$ cat src/rtl/mk_rst_pkg.sv
// Shared types and width helpers for the staggered reset sequencer.
package mk_rst_pkg;

  localparam logic [2:0] EncWaitLock = 3'd0;
  localparam logic [2:0] EncHold     = 3'd1;
  localparam logic [2:0] EncRelease  = 3'd2;
  localparam logic [2:0] EncRun      = 3'd3;
  localparam logic [2:0] EncHoldSw   = 3'd4;

  typedef enum logic [2:0] {
    StWaitLock = EncWaitLock,
    StHold     = EncHold,
    StRelease  = EncRelease,
    StRun      = EncRun,
    StHoldSw   = EncHoldSw
  } state_e;

  function automatic int unsigned clog2(input int unsigned v);
    int unsigned r;
    r = 0;
    for (int unsigned i = 0; i < 32; i++) begin
      if ((64'd1 << i) < 64'(v)) r = i + 1;
    end
    return r;
  endfunction

  function automatic int unsigned max_u(input int unsigned a, input int unsigned b);
    return (a > b) ? a : b;
  endfunction

  // Bits needed to count 0..n-1, never less than one.
  function automatic int unsigned cnt_width(input int unsigned n);
    return (clog2(n) < 1) ? 1 : clog2(n);
  endfunction

endpackage

$ cat src/rtl/mk_rst_seq_if.sv
// Local-bus facing signals of the reset sequencer.
interface mk_rst_seq_if #(
  parameter int unsigned N_OUT = 4,
  parameter int unsigned EVT_W = 8
);
  logic             sw_rst_req;
  logic [N_OUT-1:0] rst_out;
  logic             ready;
  logic             busy;
  logic [EVT_W-1:0] evt_cnt;
  logic [2:0]       state_o;

  modport master (
    input  sw_rst_req,
    output rst_out,
    output ready,
    output busy,
    output evt_cnt,
    output state_o
  );

  modport slave (
    output sw_rst_req,
    input  rst_out,
    input  ready,
    input  busy,
    input  evt_cnt,
    input  state_o
  );
endinterface

$ cat src/rtl/rst_sync2.sv
// Two-flop synchroniser with synchronous active-low clear.
module rst_sync2 (
  input  logic clk,
  input  logic rstn,
  input  logic d,
  output logic q
);
  logic meta_q;
  logic sync_q;

  always_ff @(posedge clk) begin
    if (!rstn) begin
      meta_q <= 1'b0;
      sync_q <= 1'b0;
    end else begin
      meta_q <= d;
      sync_q <= meta_q;
    end
  end

  assign q = sync_q;
endmodule

$ cat src/rtl/mk_rst_seq.sv
// Reset stretcher: waits for lock, holds all resets, then releases them in index order.
module mk_rst_seq
  import mk_rst_pkg::*;
#(
  parameter int unsigned N_OUT          = 4,
  parameter int unsigned HOLD_CYCLES    = 65535,
  parameter int unsigned SW_HOLD_CYCLES = 16,
  parameter int unsigned STAGGER        = 8,
  parameter int unsigned EVT_W          = 8
) (
  input  logic           clk,
  input  logic           rstn,
  input  logic           locked,
  mk_rst_seq_if.master   bus
);

  localparam int unsigned CntW  = cnt_width(max_u(HOLD_CYCLES, SW_HOLD_CYCLES));
  localparam int unsigned ScntW = cnt_width(STAGGER);
  localparam int unsigned IdxW  = cnt_width(N_OUT);

  localparam logic [CntW-1:0]  HoldLast   = CntW'(HOLD_CYCLES - 1);
  localparam logic [CntW-1:0]  SwHoldLast = CntW'(SW_HOLD_CYCLES - 1);
  localparam logic [ScntW-1:0] ScntLast   = (STAGGER == 0) ? '0 : ScntW'(STAGGER - 1);
  localparam logic [IdxW-1:0]  IdxLast    = IdxW'(N_OUT - 1);

  state_e             state_q, state_d;
  logic [CntW-1:0]    cnt_q, cnt_d;
  logic [ScntW-1:0]   scnt_q, scnt_d;
  logic [IdxW-1:0]    idx_q, idx_d;
  logic [N_OUT-1:0]   rst_q, rst_d;
  logic               ready_q, ready_d;
  logic               busy_q, busy_d;
  logic [EVT_W-1:0]   evt_q, evt_d;
  logic               evt_inc;
  logic               locked_s;

  rst_sync2 u_lock_sync (
    .clk  (clk),
    .rstn (rstn),
    .d    (locked),
    .q    (locked_s)
  );

  always_comb begin
    state_d = state_q;
    cnt_d   = cnt_q;
    scnt_d  = scnt_q;
    idx_d   = idx_q;
    evt_inc = 1'b0;

    // Lock loss outranks a software request in the same cycle.
    if (state_q != StWaitLock && !locked_s) begin
      state_d = StWaitLock;
      cnt_d   = '0;
      scnt_d  = '0;
      idx_d   = '0;
      evt_inc = 1'b1;
    end else if ((state_q == StRun || state_q == StRelease) && bus.sw_rst_req) begin
      state_d = StHoldSw;
      cnt_d   = '0;
      scnt_d  = '0;
      idx_d   = '0;
      evt_inc = 1'b1;
    end else begin
      unique case (state_q)
        StWaitLock: begin
          if (locked_s) begin
            state_d = StHold;
            cnt_d   = '0;
          end
        end
        StHold, StHoldSw: begin
          if (cnt_q == ((state_q == StHold) ? HoldLast : SwHoldLast)) begin
            state_d = StRelease;
            cnt_d   = '0;
            scnt_d  = '0;
            idx_d   = (STAGGER == 0) ? IdxLast : '0;
          end else begin
            cnt_d = cnt_q + CntW'(1);
          end
        end
        StRelease: begin
          if (idx_q == IdxLast) begin
            state_d = StRun;
          end else if (scnt_q == ScntLast) begin
            scnt_d = '0;
            idx_d  = idx_q + IdxW'(1);
          end else begin
            scnt_d = scnt_q + ScntW'(1);
          end
        end
        StRun: ;
        default: begin
          state_d = StWaitLock;
          cnt_d   = '0;
          scnt_d  = '0;
          idx_d   = '0;
        end
      endcase
    end

    // Outputs are registered from the next state so nothing is combinational to the pins.
    rst_d = '1;
    if (state_d == StRun) begin
      rst_d = '0;
    end else if (state_d == StRelease) begin
      for (int k = 0; k < int'(N_OUT); k++) begin
        rst_d[k] = (k > int'(idx_d));
      end
    end
    ready_d = (state_d == StRun);
    busy_d  = (state_d != StRun);
    evt_d   = (evt_inc && evt_q != '1) ? evt_q + EVT_W'(1) : evt_q;
  end

  always_ff @(posedge clk) begin
    if (!rstn) begin
      state_q <= StWaitLock;
      cnt_q   <= '0;
      scnt_q  <= '0;
      idx_q   <= '0;
      rst_q   <= '1;
      ready_q <= 1'b0;
      busy_q  <= 1'b1;
      evt_q   <= '0;
    end else begin
      state_q <= state_d;
      cnt_q   <= cnt_d;
      scnt_q  <= scnt_d;
      idx_q   <= idx_d;
      rst_q   <= rst_d;
      ready_q <= ready_d;
      busy_q  <= busy_d;
      evt_q   <= evt_d;
    end
  end

  assign bus.rst_out = rst_q;
  assign bus.ready   = ready_q;
  assign bus.busy    = busy_q;
  assign bus.evt_cnt = evt_q;
  assign bus.state_o = state_q;

endmodule

$ cat src/flat_wrapper.sv
// flat-port wrapper written by rule: the top's interface ports become plain ports
module mk_rst_seq_flat import mk_rst_pkg::*;
#(
  parameter int unsigned N_OUT          = 4,
  parameter int unsigned HOLD_CYCLES    = 65535,
  parameter int unsigned SW_HOLD_CYCLES = 16,
  parameter int unsigned STAGGER        = 8,
  parameter int unsigned EVT_W          = 8
)
  (clk, rstn, locked, bus_sw_rst_req, bus_rst_out, bus_ready, bus_busy, bus_evt_cnt, bus_state_o);
  mk_rst_seq_if #(.N_OUT(N_OUT), .EVT_W(EVT_W)) bus_i ();
  input  logic clk;
  input  logic rstn;
  input  logic locked;
  input wire logic [$bits(bus_i.sw_rst_req)-1:0] bus_sw_rst_req;
  output wire logic [$bits(bus_i.rst_out)-1:0] bus_rst_out;
  output wire logic [$bits(bus_i.ready)-1:0] bus_ready;
  output wire logic [$bits(bus_i.busy)-1:0] bus_busy;
  output wire logic [$bits(bus_i.evt_cnt)-1:0] bus_evt_cnt;
  output wire logic [$bits(bus_i.state_o)-1:0] bus_state_o;
  assign bus_i.sw_rst_req = bus_sw_rst_req;
  assign bus_rst_out = bus_i.rst_out;
  assign bus_ready = bus_i.ready;
  assign bus_busy = bus_i.busy;
  assign bus_evt_cnt = bus_i.evt_cnt;
  assign bus_state_o = bus_i.state_o;
  mk_rst_seq #(.N_OUT(N_OUT), .HOLD_CYCLES(HOLD_CYCLES), .SW_HOLD_CYCLES(SW_HOLD_CYCLES), .STAGGER(STAGGER), .EVT_W(EVT_W)) u_core (.clk(clk), .rstn(rstn), .locked(locked), .bus(bus_i));
endmodule
$ cat config.mk
export PLATFORM = sky130hd
export DESIGN_NAME = mk_rst_seq_flat
export DESIGN_NICKNAME = d
export VERILOG_FILES = /design/src/rtl/mk_rst_pkg.sv /design/src/rtl/mk_rst_seq_if.sv /design/src/rtl/rst_sync2.sv /design/src/rtl/mk_rst_seq.sv /design/src/flat_wrapper.sv
export SDC_FILE = /design/constraint.sdc
export NUM_CORES = 1
export LEC_CHECK = 0
export BUFFER_PORTS_ARGS = -buffer_cell sky130_fd_sc_hd__buf_2
export CORE_UTILIZATION = 47
export DETAILED_ROUTE_END_ITERATION = 10
export HOLD_SLACK_MARGIN = 0.06
export PLACE_DENSITY_LB_ADDON = 0.12
export SLEW_MARGIN = 20
export SYNTH_ARGS = -nofsm -noshare
export SYNTH_HDL_FRONTEND = slang
export SYNTH_SLANG_ARGS = --single-unit
$ cat constraint.sdc
create_clock -name clk -period 2.5 [get_ports clk]
set_input_delay 0.375 -clock clk [delete_from_list [all_inputs] [get_ports clk]]
set_output_delay 0.375 -clock clk [all_outputs]
set_load 0.02 [all_outputs]
==> results of run 1 <==
==> layout by cell type, fill, tap and decap left out, types with 2 or more instances in the layout <==
cell type,synthesis,routed
sky130_fd_sc_hd__dfxtp_1,40,40
sky130_fd_sc_hd__nor2_1,26,26
sky130_fd_sc_hd__buf_2,2,20
sky130_fd_sc_hd__nand2_1,17,17
sky130_fd_sc_hd__xor2_1,11,11
sky130_fd_sc_hd__nor2_2,10,10
sky130_fd_sc_hd__xnor2_1,9,9
sky130_fd_sc_hd__inv_1,8,8
sky130_fd_sc_hd__buf_4,0,8
sky130_fd_sc_hd__o21ai_0,7,7
sky130_fd_sc_hd__nor3_1,7,7
sky130_fd_sc_hd__and4_1,6,6
sky130_fd_sc_hd__and2_1,6,6
sky130_fd_sc_hd__nand4_1,6,6
sky130_fd_sc_hd__nand3_1,6,6
sky130_fd_sc_hd__ha_1,5,5
sky130_fd_sc_hd__clkbuf_8,0,5
sky130_fd_sc_hd__a31oi_1,4,4
sky130_fd_sc_hd__nand2b_1,3,3
sky130_fd_sc_hd__a21oi_1,3,3
sky130_fd_sc_hd__o21ai_1,3,3
sky130_fd_sc_hd__a211oi_1,2,2
sky130_fd_sc_hd__nor2b_1,2,2
sky130_fd_sc_hd__or4_1,2,2
sky130_fd_sc_hd__nor3b_1,2,2
sky130_fd_sc_hd__nor4_1,2,2
sky130_fd_sc_hd__a21o_1,2,2
sky130_fd_sc_hd__o21ba_2,2,2
sky130_fd_sc_hd__nand4b_1,2,2
sky130_fd_sc_hd__nand3b_1,2,2
sky130_fd_sc_hd__mux2i_1,2,2
sky130_fd_sc_hd__o211ai_1,2,2
==> per-layer routing <==
metal | part of all wire (%) | up-vias | wire length [um] | GRT usage [%]
met5 | 0 | - | 0 | 0
met3 | 3.0 | 6 | 123 | 4.500
met1 | 54 | 750 | 2191 | 27.48
met2 | 41 | 18 | 1662 | 26.24
li1 | - | 869 | - | -
met4 | 1.5 | 0 | 60 | 7.031
==> critical path: stages, from the launching register on <==
cell                      delay [ns]
sky130_fd_sc_hd__dfxtp_1        0.40
sky130_fd_sc_hd__and4_1         0.29
sky130_fd_sc_hd__and4_1         0.32
sky130_fd_sc_hd__nand3_1        0.20
sky130_fd_sc_hd__and2_4         0.24
sky130_fd_sc_hd__o21ai_4        0.27
sky130_fd_sc_hd__buf_12         0.18
sky130_fd_sc_hd__nor2_1         0.05
==> layout make-up <==
type | instances | area (um2)
clock buffers | 6 | 72.57
clock inverters | 1 | 5.005
fillers | 391 | 1763
inverters | 9 | 33.78
multi-input cells | 173 | 1169
flip-flops and latches | 40 | 800.8
well taps | 50 | 62.56
repair buffers | 29 | 180.2
==> registers in the layout, summed over array words and instances, names as in the netlist <==
name	flops
u_core.bus.busy	1
u_core.bus.evt_cnt	8
u_core.bus.ready	1
u_core.bus.rst_out	4
u_core.bus.state_o	3
u_core.cnt_q	16
u_core.idx_q	2
u_core.scnt_q	3
u_core.u_lock_sync.meta_q	1
u_core.u_lock_sync.q	1
==> stage by stage <==
stage	hold slack [ns]	instances	util [%]
6_report	0.2905	308	56.86
5_1_grt	0.2890	308	56.86
4_1_cts	0.2805	308	56.86
2_1_floorplan	0.4118	229	-
3_5_place_dp	0.4190	301	54.96
3_3_place_gp	0.4158	301	54.96
==> report_power, final <==
| group | switching [uW] | internal, uW |
|---|---|---|
| Sequential | 5.77 | 642 |
| Clock | 213 | 190 |
| Combinational | 56.0 | 35.7 |
| Total | 275 | 868 |
==> cells by family (layout without fill, tap and decap cells) <==
group	Yosys count	count (layout)	share of synthesized area, %
fa+ha+maj	5	5	3.067
xor+xnor	20	20	8.589
mux	2	2	0.9816
simple gates	105	105	28.83
compound gates	41	41	15.83
buf+inv	16	45	3.435
flops	40	40	39.26
==> worst paths after layout <==
path | slack, ns | end | cells past startpoint
setup / recovery | 0.43 | u_core.cnt_q[0] | 7
hold reg to reg | 0.43 | u_core.u_lock_sync.q | 1
setup reg to reg | 0.43 | u_core.cnt_q[0] | 7
hold / removal | 0.29 | u_core.u_lock_sync.meta_q | 2
==> results summary, run 1 <==
The clock period could shrink to 2.067 ns. The count of routing violations after the opening detailed-route iteration came out at 92. The first global-routing pass estimated 6437 um of wire.

The maximum number of pins on one net before global-route repair is 14. The H-tree depth reported by CTS is 2. The all-layer global routing usage came out at 18.77%.

TritonCTS built the clock tree. The number of distinct library cells after synthesis is 56. For the pin with the worst max-slew slack, the measured transition is 0.4447 ns. The die covers 4607 um2. The flow ran to the end, and the final reports show no timing, DRC or antenna violations.

The number of setup buffers added after CTS came out at 0. The final global-route overflow total is 0. The number of global-route vias before repair is 1404. The final total power came out at 1143 uW.

The synthesized cell area came out at 2039 um2. The number of nets in the synthesized netlist is 238. The routed length per instance is 13.11 um. The number of port buffers is 20. The total half-perimeter wirelength after legalization and detailed placement is 3004 um. The proportion of netlist area held by the largest area contributor is 39.26%. Of all flip-flops after synthesis, the portion carrying an async set or reset was 0%. The largest vdd supply drop came out at 0.3885 mV. 0 antenna diodes ended up in the layout.

The synthesized design spends more area on one cell type than any other, namely sky130_fd_sc_hd__dfxtp_1. The first TritonRoute pass finished after 4 iterations. The worst path meets setup with 0.4326 ns of slack. The final total negative setup slack is 0 ns. Clock-pin slew was measured on the worst setup and hold paths at 0.07 ns. STA classifies the critical path endpoint as a register. The net count of the finished layout is 267. The total routed wirelength is 4038 um. After floorplanning, the core was divided into 23 placement rows.

The worst hold path belongs to the class input pin to register. The count of boundary I/O pins is 21. The number of failing setup endpoints in the final timing report is 0. Across all layers, the routed design uses 1643 vias.

The launch point of the worst path is u_core.cnt_q[10]. The starting utilization of the core area is 49.91%. The post-route antenna net violation count came out at 0. The post-placement worst setup slack is 0.4662 ns.

The area growth from synthesis to layout is 13.93%. The average footprint of a synthesized cell came out at 8.906 um2. The die is 67.88 um wide. The flip-flop and latch count after synthesis is 40.

The maximum clock skew at final layout is 0.003909 ns. The maximum clock rate came out at 483.7 MHz. The worst register-to-register path begins at u_core.cnt_q[10]. Summed over all cells, the static leakage comes to 0.0008908 uW. The relative slew slack is 70.25%. The startpoint of the most critical hold path is locked.

The share of the yosys chip area belonging to registers is 39.26%. The number of design rule violations left after detail routing is 0. The detailed-route vias per instance came out at 5.334. The number of synthesized flops with an enable pin is 0. The required time reported for the critical path endpoint came out at 2.68 ns. The count of endpoints failing hold in the final timing report is 0. The fraction of layout cells with a size suffix above 1 came out at 21.71%. The final clock period utilization by the worst path is 82.70%.

The TritonCTS buffer count is 5. In the synthesized netlist the dominant register cell turns out to be sky130_fd_sc_hd__dfxtp_1. The number of gates given a new drive strength after cts came out at 0. The total power density per cell area is 491.8 nW/um2.

Yosys printed 0 warnings. The count of hold buffers inserted by post-cts repair came out at 0. The critical path arrival came out at 2.25 ns. The total area inside the core boundary comes to 4086 um2.

Setup repair after global routing left no endpoint under its margin. After routing the design area is 2323 um2. Routability-driven placement finished with a final weighted congestion of 0.8300.

The initial antenna violation count was 0. CTS placed an instance of sky130_fd_sc_hd__clkbuf_8 at the clock tree root. The die height came out at 67.88 um.

Summing all placed instances gives a cell area of 2246 um2. The clock sink total came out at 40. The count of pins over their slew limit is 0. By instance count, the leading cell after synthesis is sky130_fd_sc_hd__dfxtp_1. The worst setup path is of the register to register kind. By area the synthesized netlist is led by sky130_fd_sc_hd__dfxtp_1 39%, sky130_fd_sc_hd__nor2_1 4.8%, sky130_fd_sc_hd__xor2_1 4.7%. In the synthesized netlist, the number of instances is 229. The worst setup path is launched from a register.

The number of buffers between clock root and the deepest sink is 2. Across the run, the number of max-cap violations was 0. After synthesis, the most frequently instantiated cells are 40 x sky130_fd_sc_hd__dfxtp_1, 26 x sky130_fd_sc_hd__nor2_1, 17 x sky130_fd_sc_hd__nand2_1, 11 x sky130_fd_sc_hd__xor2_1, 10 x sky130_fd_sc_hd__nor2_2. The worst-path maximum fanout came out at 11.

The clock insertion delay at the later pin of the skew report is 0.29 ns.
(Power assumes the default switching activity.)
==> run 2, diff against run 1 <==
--- a/config.mk
+++ b/config.mk
@@ -5,6 +5,7 @@
 export SDC_FILE = /design/constraint.sdc
 export NUM_CORES = 1
 export LEC_CHECK = 0
+export ABC_AREA = 1
 export BUFFER_PORTS_ARGS = -buffer_cell sky130_fd_sc_hd__buf_2
 export CORE_UTILIZATION = 47
 export DETAILED_ROUTE_END_ITERATION = 10
==> constraint.sdc (replaced) <==
create_clock -name clk -period 1.7 [get_ports clk]
set_input_delay 0.255 -clock clk [delete_from_list [all_inputs] [get_ports clk]]
set_output_delay 0.255 -clock clk [all_outputs]
set_load 0.02 [all_outputs]
==> run 2 against run 1 <==
Effect of this change:
- core utilization is 3.8 points higher
- global-route usage is 1.2 points higher
- critical path depth is 2 higher
- die area is 5.9% higher
- critical endpoint is now u_core.bus.rst_out[1]
- largest cell class unchanged
- largest power group unchanged
- highest routed layer unchanged
==> results summary, run 2 <==
The number of nets in the synthesized netlist came out at 307. The end of the critical path is u_core.bus.rst_out[1]. At the placement stage, the worst setup path has a slack of -0.01590 ns. The count of hold buffers inserted by post-cts repair came out at 0. The total routed wirelength came out at 4591 um. The most critical setup path has its startpoint at u_core.cnt_q[15]. The finished layout holds 393 standard cells, fillers aside.

The required time reported for the critical path endpoint came out at 1.90 ns. The first-pass GRT wire length came out at 7824 um. The reg-to-reg setup timing slack is 0.06 ns. The clock sink total came out at 40. The met1 layer usage reported by global route is 26.86%. Once placement finished, the instance area stood at 2426 um2.

Setup repair after global routing could not meet its margin everywhere. The share of the yosys chip area belonging to registers came out at 37.02%. On the final layout, the worst clock skew is 0.004400 ns. The H-tree depth reported by CTS is 2.

The reported max-cap violation count is 0. The master cell of the clock root buffer is sky130_fd_sc_hd__clkbuf_8. The starting utilization of the core area is 49.34%. The endpoint identified for the worst register-to-register timing path is u_core.bus.rst_out[1]. Sorting the synthesized cells by area gives the leading types as sky130_fd_sc_hd__dfxtp_1 37%, sky130_fd_sc_hd__nand2_1 10%, sky130_fd_sc_hd__inv_1 7.1%. For this design the top-level I/O count stands at 21. The number of buffers between clock root and the deepest sink came out at 2. Summed over all layers, the global routing overflow is 0. The critical path arrival is 1.84 ns. The final RePlAce weighted congestion is 0.8714. TritonCTS built the clock tree. The area growth from synthesis to final layout is 22.96%. The tightest min-delay check is of the input pin to register type. Summing every instance area after synthesis gives 2163 um2. STA classifies the critical path startpoint as a register. The library cell used most frequently in the layout, excluding fill and tap cells, is sky130_fd_sc_hd__nand2_1. The leading cell type by number of instances after synthesis is sky130_fd_sc_hd__nand2_1. The post-synthesis async set-or-reset flop share is 0%. The all-layer global routing usage is 19.99%. The total area inside the core boundary comes to 4384 um2. The commonest cells after synthesis are 59 x sky130_fd_sc_hd__nand2_1, 41 x sky130_fd_sc_hd__inv_1, 40 x sky130_fd_sc_hd__dfxtp_1, 40 x sky130_fd_sc_hd__nor2_1, 20 x sky130_fd_sc_hd__nand3_1. The total half-perimeter wirelength after legalization and detailed placement came out at 3327 um. The register name with the most flops is u_core.cnt_q. The number of optimization iterations in the first detailed-route pass came out at 4. The number of global-route vias before repair came out at 1759.

Setup violations remaining at the end of the flow were counted as 0. The count of pins over their slew limit is 0. The initial antenna violation count is 0. The total number of yosys warnings came out at 0. The met2 demand-to-capacity share in global routing is 31.09%.

The biggest area contributor in the post-synthesis netlist is sky130_fd_sc_hd__dfxtp_1. The most frequently used flop master after synthesis is sky130_fd_sc_hd__dfxtp_1. The final total negative setup slack came out at 0 ns. The number of port buffers came out at 20.

The clock edge transition at the registers on the reported setup and hold paths is 0.08 ns. The total number of vias came out at 1937. The post-route antenna net violation count is 0. Buffers inserted during clock tree synthesis total 5. From left edge to right edge, the die measures 69.85 um. After detailed routing, the number of remaining DRC violations is 0. The register with the most flip-flops in the layout has 16 of them. The leakage power is 0.001174 uW. For met3 alone, demand over resource in global routing was 3.779%. The transition time at the pin with the least slew margin is 0.3096 ns. After synthesis the netlist holds a flip-flop and latch count of 40. The source of the worst register-to-register timing path is u_core.cnt_q[15].

The final design instance area without fill came out at 2660 um2. The maximum number of pins on one net before global-route repair came out at 17. The final critical-path setup slack is 0.05930 ns. The top cell types in the final layout, fill and taps aside, are 56 x sky130_fd_sc_hd__nand2_1, 40 x sky130_fd_sc_hd__inv_1, 34 x sky130_fd_sc_hd__nor2_1. Dividing the detail-routed via count by the number of cells gives 4.929.

The cell count of the worst reg-to-reg path came out at 9. The largest vdd supply drop came out at 0.4072 mV. The count of endpoints failing hold in the final timing report is 0.

The proportion of netlist area held by the largest area contributor is 37.02%. STA classifies the critical path endpoint as a register. The design draws 1911 uW.

The cell row count is 24. The number of nets in the final layout is 349. The global routing stage identified its most utilized layer as met2.

The minimum clock period after layout is 1.641 ns. The number of distinct library cells after synthesis came out at 40. In this run the worst path has a maximum fanout of 5. The diode insertion count for antenna repair came out at 0.

The fraction of layout cells with a size suffix above 1 is 32.26%. The total power density per cell area is 718.2 nW/um2. The clock insertion delay at the later pin of the skew report came out at 0.30 ns. The first routing iteration left 136 violations.

The final clock period utilization by the worst path came out at 96.51%. The type of the worst setup path is register to register. The flow ran to the end, and the final reports show no timing, DRC or antenna violations.

The routed length per instance is 11.68 um. The cell count after placement is 383. The relative slew slack came out at 79.29%. The number of standard cells after synthesis is 298. The die height came out at 69.85 um. The average footprint of a synthesized cell is 7.259 um2. The overall die area came out at 4878 um2. The number of synthesized flops with an enable pin came out at 0. The maximum clock rate came out at 609.5 MHz.
[run 2: cell count changes after synthesis, sizes merged, moves of 8 or more]
cell / delta
nand2: +51
inv: +40
nand3: +19
a21oi: +9
xnor2: -8
[run 2: cell type report]
class,count,area [um2]
sequential,40,814.5
multi-input combinational,207,1251
timing repair buffer,38,235.2
clock buffer,5,68.82
inverter,48,182.7
fill,408,1724
tap,52,65.06
clock inverter,3,42.54
[run 2: through the flow]
step                      hold WS [ns]  utilization (%)
after floorplan                 0.3526                -
after global placement          0.3950            55.34
after detailed placement        0.4142            55.34
after CTS                       0.1296            57.96
after global routing            0.1536            60.67
final                           0.1343            60.67
[run 2: per-layer routing]
metal,vias to the layer above,share of wire (%)
met4,0,1.2
met3,6,2.6
met2,30,46
met1,859,50
li1,1042,-
met5,-,0
[run 2: how the worst min path moves through the flow]
stage | to | slack (ns) | from | depth (start not counted)
after detailed placement | u_core.u_lock_sync.q | 0.41 | u_core.u_lock_sync.meta_q | 2
after floorplan | u_core.u_lock_sync.meta_q | 0.35 | locked | 2
after global placement | u_core.u_lock_sync.q | 0.40 | u_core.u_lock_sync.meta_q | 2
after global routing | u_core.u_lock_sync.meta_q | 0.15 | locked | 3
after CTS | u_core.u_lock_sync.meta_q | 0.13 | locked | 3
final | u_core.u_lock_sync.meta_q | 0.13 | locked | 3
[run 2: where the power goes]
| group | total, uW | leakage (uW) | internal (uW) | switching [uW] |
|---|---|---|---|---|
| clock | 779 | 0.0000541 | 434 | 345 |
| combinational | 166 | 0.000791 | 58.6 | 107 |
| sequential | 965 | 0.000329 | 949 | 16.2 |
[run 2: timing repair]
action / CTS / global route
setup buffers: 0 / 2
setup endpoints to repair: 2 / 27
pin swaps: 0 / 8
endpoints found under the hold margin: 0 / 0
resized for setup: 3 / 32
[run 2: kinds of logic after synthesis]
logic type | share of synthesized area (%)
flip-flops | 37.02
AND/OR/NAND/NOR | 37.71
XOR/XNOR | 2.429
buffers and inverters | 9.485
AO/OA/AOI/OAI | 10.47
adder cells (fa/ha/maj) | 2.892
[run 2: worst max-delay path: stages (launching register included)]
cell and delay (ns):
sky130_fd_sc_hd__dfxtp_2 0.34, sky130_fd_sc_hd__or2_2 0.29, sky130_fd_sc_hd__nor2_1 0.11, sky130_fd_sc_hd__nand2_1 0.07
sky130_fd_sc_hd__nand2_2 0.10, sky130_fd_sc_hd__nand3_4 0.12, sky130_fd_sc_hd__a21oi_4 0.26, sky130_fd_sc_hd__nand3_4 0.11
sky130_fd_sc_hd__nand2_2 0.09, sky130_fd_sc_hd__nor2_1 0.04
